[config.mk]
export PLATFORM = sky130hd
export DESIGN_NAME = cnt_cmp_arbiter
export DESIGN_NICKNAME = d
export VERILOG_FILES = /design/src/rtl/cnt_cmp_arbiter.sv
export SDC_FILE = /design/constraint.sdc
export NUM_CORES = 1
export LEC_CHECK = 0
export ABC_CLOCK_PERIOD_IN_PS = 5090
export CORE_MARGIN = 10
export CORE_UTILIZATION = 50
export CTS_BUF_LIST = sky130_fd_sc_hd__clkbuf_4
export CTS_CLUSTER_DIAMETER = 50
export DETAILED_ROUTE_END_ITERATION = 6
export HOLD_SLACK_MARGIN = 0.1
export PLACE_DENSITY = 0.87
export SYNTH_ARGS = -nofsm -noshare
export SYNTH_HDL_FRONTEND = slang
export SYNTH_SLANG_ARGS = --single-unit
[constraint.sdc]
create_clock -name clock -period 5.09 [get_ports clock]
set_clock_uncertainty 0.05 [all_clocks]
set_input_delay 1.018 -clock clock [delete_from_list [all_inputs] [get_ports clock]]
set_output_delay 1.018 -clock clock [all_outputs]
set_load 0.02 [all_outputs]
[src/rtl/cnt_cmp_arbiter.sv]
// Two-requester round-robin arbiter sharing one terminal-count counter.
// Every output is driven straight from a flop, decoded from the next state.
module cnt_cmp_arbiter (
    input  logic       clock,
    input  logic       reset,
    input  logic [1:0] req,
    input  logic [3:0] limit0,
    input  logic [3:0] limit1,
    input  logic       abort,
    output logic [1:0] grant,
    output logic [1:0] cc_mux,
    output logic       enable_count,
    output logic [3:0] count,
    output logic       ackout,
    output logic       busy
);
    typedef enum logic [2:0] {
        ST_IDLE    = 3'b000,
        ST_LOAD    = 3'b001,
        ST_RUN     = 3'b010,
        ST_DONE    = 3'b011,
        ST_RELEASE = 3'b100
    } state_t;

    state_t     state_r;
    state_t     state_nxt_s;
    logic       ptr_r;
    logic       ptr_nxt_s;
    logic       owner_r;
    logic       owner_nxt_s;
    logic [3:0] lim_r;
    logic [3:0] lim_nxt_s;
    logic [3:0] count_r;
    logic [3:0] count_nxt_s;
    logic [3:0] count_inc_s;
    logic [3:0] limit_sel_s;
    logic [1:0] owner_code_s;
    logic [1:0] grant_r;
    logic [1:0] grant_nxt_s;
    logic [1:0] cc_mux_r;
    logic [1:0] cc_mux_nxt_s;
    logic       enable_r;
    logic       enable_nxt_s;
    logic       ack_r;
    logic       ack_nxt_s;
    logic       busy_r;
    logic       busy_nxt_s;

    assign limit_sel_s  = owner_r ? limit1 : limit0;
    assign count_inc_s  = count_r + 4'd1;
    assign owner_code_s = owner_nxt_s ? 2'b10 : 2'b01;

    assign grant        = grant_r;
    assign cc_mux       = cc_mux_r;
    assign enable_count = enable_r;
    assign count        = count_r;
    assign ackout       = ack_r;
    assign busy         = busy_r;

    // State, datapath and output flops
    always_ff @(posedge clock or negedge reset) begin
        if (!reset) begin
            state_r  <= ST_IDLE;
            ptr_r    <= 1'b0;
            owner_r  <= 1'b0;
            lim_r    <= 4'd0;
            count_r  <= 4'd0;
            grant_r  <= 2'b00;
            cc_mux_r <= 2'b00;
            enable_r <= 1'b0;
            ack_r    <= 1'b0;
            busy_r   <= 1'b0;
        end else begin
            state_r  <= state_nxt_s;
            ptr_r    <= ptr_nxt_s;
            owner_r  <= owner_nxt_s;
            lim_r    <= lim_nxt_s;
            count_r  <= count_nxt_s;
            grant_r  <= grant_nxt_s;
            cc_mux_r <= cc_mux_nxt_s;
            enable_r <= enable_nxt_s;
            ack_r    <= ack_nxt_s;
            busy_r   <= busy_nxt_s;
        end
    end

    // Next-state and datapath update; abort outranks completion in LOAD/RUN
    always_comb begin
        state_nxt_s = state_r;
        ptr_nxt_s   = ptr_r;
        owner_nxt_s = owner_r;
        lim_nxt_s   = lim_r;
        count_nxt_s = count_r;
        case (state_r)
            ST_IDLE: begin
                if (req == 2'b00) begin
                    state_nxt_s = ST_IDLE;
                end else if (req == 2'b11) begin
                    owner_nxt_s = ptr_r;
                    state_nxt_s = ST_LOAD;
                end else begin
                    owner_nxt_s = req[1];
                    state_nxt_s = ST_LOAD;
                end
            end
            ST_LOAD: begin
                if (abort) begin
                    ptr_nxt_s   = ~owner_r;
                    state_nxt_s = ST_RELEASE;
                end else begin
                    lim_nxt_s   = limit_sel_s;
                    count_nxt_s = 4'd0;
                    if (limit_sel_s == 4'd0) begin
                        state_nxt_s = ST_DONE;
                    end else begin
                        state_nxt_s = ST_RUN;
                    end
                end
            end
            ST_RUN: begin
                if (abort) begin
                    ptr_nxt_s   = ~owner_r;
                    state_nxt_s = ST_RELEASE;
                end else if (count_inc_s == lim_r) begin
                    count_nxt_s = lim_r;
                    state_nxt_s = ST_DONE;
                end else begin
                    count_nxt_s = count_inc_s;
                end
            end
            ST_DONE: begin
                ptr_nxt_s   = ~owner_r;
                state_nxt_s = ST_RELEASE;
            end
            ST_RELEASE: begin
                if (req[owner_r] == 1'b0) begin
                    count_nxt_s = 4'd0;
                    state_nxt_s = ST_IDLE;
                end else begin
                    state_nxt_s = ST_RELEASE;
                end
            end
            default: begin
                count_nxt_s = 4'd0;
                state_nxt_s = ST_IDLE;
            end
        endcase
    end

    // Output decode from the upcoming state so the flops present it on entry
    always_comb begin
        grant_nxt_s  = 2'b00;
        cc_mux_nxt_s = 2'b00;
        enable_nxt_s = 1'b0;
        ack_nxt_s    = 1'b0;
        busy_nxt_s   = 1'b0;
        case (state_nxt_s)
            ST_IDLE: begin
                busy_nxt_s = 1'b0;
            end
            ST_LOAD: begin
                grant_nxt_s  = owner_code_s;
                cc_mux_nxt_s = owner_code_s;
                busy_nxt_s   = 1'b1;
            end
            ST_RUN: begin
                grant_nxt_s  = owner_code_s;
                cc_mux_nxt_s = owner_code_s;
                enable_nxt_s = 1'b1;
                busy_nxt_s   = 1'b1;
            end
            ST_DONE: begin
                grant_nxt_s  = owner_code_s;
                cc_mux_nxt_s = 2'b11;
                ack_nxt_s    = 1'b1;
                busy_nxt_s   = 1'b1;
            end
            ST_RELEASE: begin
                busy_nxt_s = 1'b1;
            end
            default: begin
                busy_nxt_s = 1'b0;
            end
        endcase
    end

endmodule

==> results.ini, run 1 <==
[finish]
seq_area_um2 = 500
fin_cells = 141
area_delta_synth_final_pct = 27.8
layout_commonest_cell = clkdlybuf4s50_1
num-fill-cells = 161
multi_input_area_um2 = 460
final_net_count = 129
n_antenna_cell = 0
final_cell_mix = clkdlybuf4s50_1, dfrtp_1, a21oi_1
drive_above_1_share_pct = 9.65

[sta]
worstMarginPinSlew_ns = 0.860
fin_crit_ns = 2.48
tns_ns = 0
setup_viol = 0
rsz0062_at_grt = no
finalHoldViolCount = 0
max_slew_margin_pct = 42.5
timing.fmax_ghz = 0.403
period_share_pct = 48.8
finalMaxSlewViolations = 0

[synthesis]
synth_adder_area_share_pct = 1.24
synth_top_family_by_area = simple AND/OR/NAND/NOR gates
synth_seq_area_share_pct = 49.5
syn_nets = 105
synth-simple-area-share_pct = 16.1
avgSynthCellArea_um2 = 11.1
synth_mux_area_share_pct = 6.19
syn_area_mm2 = 0.00101
syn_inst = 91
synth_xor_area_share_pct = 7.43
ys_ff_latch = 20
synth-compound-area-share_pct = 14.6
ys.warnings.count = 0
ys_types = 35

[floorplan]
die_w_um = 65.0
core_area_mm2 = 0.00194
die-area_mm2 = 0.00422
rows = 16
die_height_um = 65.0
pin_count = 24
start_util_pct = 52.1

[worst_setup_path]
required_ns = 5.24
cpPeakStageDelay_ns = 0.55
cp-end-kind = flip-flop
path_buf_inv = 1
cp-start-kind = input pin
cp.arrival_ns = 2.63
crit_chain = clkdlybuf4s50_1 > or4b_4 > nor3_2 > a31oi_2 > and2_1
crit_path_max_fanout = 7
slowest_stage = or4b_4
path_delay_family = simple AND/OR/NAND/NOR gates
path_class = input pin to flip-flop

[placed_design]
place_congestion = 0.863
hpwl_um = 1630
port_buffers = 23
dp_cells = 137

[global_routing]
overflow = 0
grt_start_max_net_pins = 21
antenna_found_initial = 0
grt_pass1_vias = 757
grt_use_total_pct = 9.97
grt_first_pass_wirelength_um = 3350

[power_and_ir_drop]
pwr-share-seq_pct = 40.5
switchingPower_mw = 0.254
comb_power_share_pct = 41.2
p_sw_share_pct = 36.2
leakage_nw = 0.565
vdd_drop_max_v = 0.000366
clkPwrFrac_pct = 18.3
pwr_density_cell_mw_per_mm2 = 543
intPower_mw = 0.448

[route]
drtPass1Iterations = 4
drt_iter0_markers = 17
wl_per_cell_um = 14.2
vias = 751
drtAntennaViolNets = 0
drc = 0
wl_um = 2010
viasPerCell = 5.33

[hold_path]
hold_class = flip-flop to flip-flop

[cts]
numCtsBuffers = 3
cts_resized = 0
cts_setup_buffers = 0
cts_tree = yes
cts_root_buf = clkbuf_4
cts.reportedPaths.clkPinSlew_ns = 0.11
numClockSinks = 20
clk_path_buf_depth = 2
clkLatencyLatePin_ns = 0.30
htree_levels = 1
cts.hold.buffers_added = 0

[outcome]
outcome = completed

[job]
drv_cap = 0

layout make-up:
type	count	share of cell area (%)
clock buffer	3	1.74
clock inverter	1	2.32
inverter	4	1.16
multi-input combinational	63	35.6
sequential	20	38.7
tap	27	2.61
timing repair buffer	23	17.8
path summary, 6_finish.rpt:
kind | cells past startpoint | endpoint | start | slack [ns]
worst max register to register | 4 | count[0] | owner_r | 3.25
worst min register to register | 2 | ptr_r | ptr_r | 0.50
max in group asynchronous | 1 | ackout | reset | 3.32
min in group asynchronous | 1 | busy | reset | 1.15
worst max-delay path | 5 | enable_count | abort | 2.61
worst min-delay path | 2 | ptr_r | ptr_r | 0.50
worst min-delay path, delay by kind of cell (launching register included):
family	cells	cell delay, ns
flip-flops	1	0.36
AO/OA/AOI/OAI	1	0.10
AND/OR/NAND/NOR	1	0.05
sequential cells by signal, indices dropped and copies added (netlist names):
register	flops
state_r	3
cc_mux	2
count	4
ackout	1
grant	2
owner_r	1
lim_r	4
enable_count	1
busy	1
ptr_r	1
kinds of logic (layout without fill, tap and decap cells):
family                   after synthesis  in the layout
AO/OA/AOI/OAI                         23             23
adder cells (fa/ha/maj)                1              1
buffers and inverters                  8             31
multiplexers                           6              6
flip-flops                            20             20
AND/OR/NAND/NOR                       26             26
XOR/XNOR                               7              7
routing by layer:
layer / up-vias / routed length [um] / track usage [%]
met5: - / 0 / 0
met4: 0 / 21 / 4.81
met3: 2 / 101 / 3.61
met2: 16 / 1020 / 17.4
met1: 358 / 865 / 10.4
li1: 375 / - / -
power groups by stage:
stage          combinational (mW)  sequential [mW]  clock, mW
2_1_floorplan               0.217            0.279          0
3_3_place_gp                0.285            0.284          0
3_5_place_dp                0.295            0.288          0
4_1_cts                     0.293            0.284      0.130
5_1_grt                     0.316            0.293      0.136
6_report                    0.289            0.284      0.128
metrics by stage:
| stage | instance area [um^2] | setup WS [ns] | util, % | hold slack (ns) | power, mW |
|---|---|---|---|---|---|
| final | 1290 | 2.61 | 66.6 | 0.496 | 0.702 |
| after global routing | 1290 | 2.54 | 66.6 | 0.510 | 0.746 |
| after CTS | 1290 | 2.60 | 66.6 | 0.500 | 0.708 |
| after detailed placement | 1240 | 2.28 | 63.9 | 0.474 | 0.583 |
| after global placement | 1240 | 2.34 | 63.9 | 0.465 | 0.570 |
| after floorplan | 1010 | 2.95 | - | 0.445 | 0.496 |
cell usage after synthesis, drive strengths merged:
master,count,area share (%)
a22oi,1,0.74
a31o,1,0.87
o21ai,6,3.0
a21oi,9,4.5
nor3,3,2.0
and3,2,1.2
mux2,2,2.2
mux2i,4,4.0
nor3b,1,0.74
a22o,1,0.87
nand2,4,1.5
dfrtp,20,50
nand2b,1,0.62
xor2,1,0.87
o2111a,1,1.1
nor4b,2,3.2
nor2,8,3.0
o211ai,1,0.74
o2bb2ai,1,0.87
a21o,1,0.74
or3,1,0.62
xnor2,5,4.3
ha,1,1.2
a31oi,1,1.2
buf,4,3.5
xnor3,1,2.2
nand3b,1,0.74
and2,1,0.62
inv,4,1.5
or4b,1,1.4
nand3,1,0.49
Note: power is estimated with default switching activity, not from simulation.
==> inputs of run 2 (changes only) <==
Settings changed: ABC_CLOCK_PERIOD_IN_PS 5090 to 2190, CORE_UTILIZATION 50 to 46, PLACE_DENSITY 0.87 to 0.85.
Clock period 5.09 ns to 2.19 ns, I/O delays scaled along.
==> run 2 against run 1 <==
Effect of this change: sequential cell count did not move; routed wire length up 7.5%; final area grew 1.5%; sequential share of layout area shrank 0.55 points; worst hold slack lost 0.087 ns; worst setup slack got worse by 2.3 ns; die area increased by 6.0%; critical path depth shrank 4; combinational power grew to 2.7 times the previous value; global-route usage increased by 0.20 points; critical endpoint is now count[2]; largest power group unchanged.
==> results.ini, run 2 (synthesis gave the netlist of run 1 again) <==
[route]
wl_um = 2160  ; +7.5%
drc = 0  ; unchanged
drt_iter0_markers = 10  ; -7
viasPerCell = 5.30  ; -0.51%
drtPass1Iterations = 4  ; unchanged
drtAntennaViolNets = 0  ; unchanged
wl_per_cell_um = 14.7  ; +3.1%
vias = 779  ; +3.7%

[global_routing]
overflow = 0  ; unchanged
antenna_found_initial = 0  ; unchanged
grt_first_pass_wirelength_um = 3560  ; +6.4%
grt_pass1_vias = 798  ; +5.4%
grt_start_max_net_pins = 21  ; unchanged
grt_use_total_pct = 10.2  ; +0.20 points

[cts]
htree_levels = 1  ; unchanged
clk_path_buf_depth = 2  ; unchanged
clkLatencyLatePin_ns = 0.30  ; about the same
cts_root_buf = clkbuf_4
cts.reportedPaths.clkPinSlew_ns = 0.11  ; about the same
cts_setup_buffers = 0  ; unchanged
cts_tree = yes
numCtsBuffers = 3  ; unchanged
numClockSinks = 20  ; unchanged
cts_resized = 0  ; unchanged
cts.hold.buffers_added = 0  ; unchanged

[sta]
max_slew_margin_pct = 61.9  ; +19 points
setup_viol = 0  ; unchanged
timing.fmax_ghz = 0.530
period_share_pct = 86.2
fin_crit_ns = 1.89
finalMaxSlewViolations = 0  ; unchanged
rsz0062_at_grt = no
finalHoldViolCount = 0  ; unchanged
worstMarginPinSlew_ns = 0.567  ; -0.293 ns
tns_ns = 0  ; unchanged

[floorplan]
die_w_um = 66.9  ; +2.9%
die_height_um = 66.9  ; +2.9%
start_util_pct = 50.0  ; -2.1 points
rows = 16  ; unchanged
core_area_mm2 = 0.00202  ; +4.1%
pin_count = 24  ; unchanged
die-area_mm2 = 0.00447  ; +6.0%

[worst_setup_path]
crit_path_max_fanout = 6  ; -1
path_class = flip-flop to output pin
crit_chain = clkdlybuf4s50_1
r2r-end = enable_count
cp-start-kind = flip-flop
r2r_slack_ns = 0.42  ; -2.83 ns
cp.arrival_ns = 1.40  ; -1.23 ns
path_delay_family = buffers and inverters
cp-end-kind = output pin
path_buf_inv = 1  ; unchanged
slowest_stage = clkdlybuf4s50_1
cpPeakStageDelay_ns = 0.64  ; +0.09 ns
required_ns = 1.70  ; -3.54 ns
ff2ff_path_depth = 4  ; unchanged
r2r-start = state_r[2]

[power_and_ir_drop]
vdd_drop_max_v = 0.000846  ; +130%
pwr_density_cell_mw_per_mm2 = 1190  ; +120%
leakage_nw = 0.583  ; +3.0%

[placed_design]
port_buffers = 23  ; unchanged
place_congestion = 0.851  ; -1.3%
dp_cells = 143  ; +4.4%

[job]
drv_cap = 0  ; unchanged

[finish]
final_net_count = 135  ; +4.7%
fin_cells = 147  ; +4.3%
final_cell_mix = clkdlybuf4s50_1, dfrtp_1, a21oi_1
layout_commonest_cell = clkdlybuf4s50_1
drive_above_1_share_pct = 13.3  ; +3.7 points
seq_area_um2 = 500  ; unchanged
n_antenna_cell = 0  ; unchanged
area_delta_synth_final_pct = 29.7
num-fill-cells = 157  ; -2.5%
multi_input_area_um2 = 460  ; unchanged

[outcome]
outcome = completed

[hold_path]
hold_class = input pin to async pin

## run 2: cell types whose count changed in the layout (fill, tap and decap cells not counted), sizes merged
cell    change
buf         +6
bufinv      -1
clkinv      +1
## run 2: report_power, final
part	internal [mW]	switching, mW
clock	0.0665	0.110
combinational	0.381	0.395
sequential	0.506	0.101
## run 2: stage by stage
| step | area, um^2 | power [mW] | utilization (%) | hold slack, ns | worst slack, ns |
|---|---|---|---|---|---|
| 2_1_floorplan | 1010 | 1.15 | - | 0.0924 | 0.532 |
| 3_3_place_gp | 1280 | 1.36 | 63.6 | 0.464 | 0.157 |
| 3_5_place_dp | 1280 | 1.39 | 63.6 | 0.475 | 0.121 |
| 4_1_cts | 1310 | 1.57 | 64.9 | 0.411 | 0.286 |
| 5_1_grt | 1310 | 1.68 | 64.9 | 0.422 | 0.226 |
| 6_report | 1310 | 1.56 | 64.9 | 0.409 | 0.302 |
## run 2: final cells by class
type,count,share of cell area (%)
repair buffers,29,21.0
inverters,4,1.15
clock buffers,3,1.72
flip-flops and latches,20,38.2
clock inverters,1,0.286
well taps,27,2.58
multi-input cells,63,35.1
## run 2: worst max path at each step
stage	cells past startpoint	endpoint	start	slack [ns]
after floorplan	5	enable_count	state_r[0]	0.53
after global placement	5	enable_count	abort	0.16
after detailed placement	5	enable_count	abort	0.12
after CTS	1	count[0]	count[0]	0.29
after global routing	1	count[2]	count[2]	0.23
final	1	count[2]	count[2]	0.30
## run 2: metal layers
metal	part of all wire, %	global-route usage [%]
met1	39	9.92
met2	50	17.9
met3	9.5	5.18
met4	1.9	3.85
met5	0	0
==> inputs of run 3 (changes only) <==
Settings changed: CAP_MARGIN set to 20.
==> results of run 3 <==
Same layout as run 2: the final DEF is identical, and so are final timing and power.
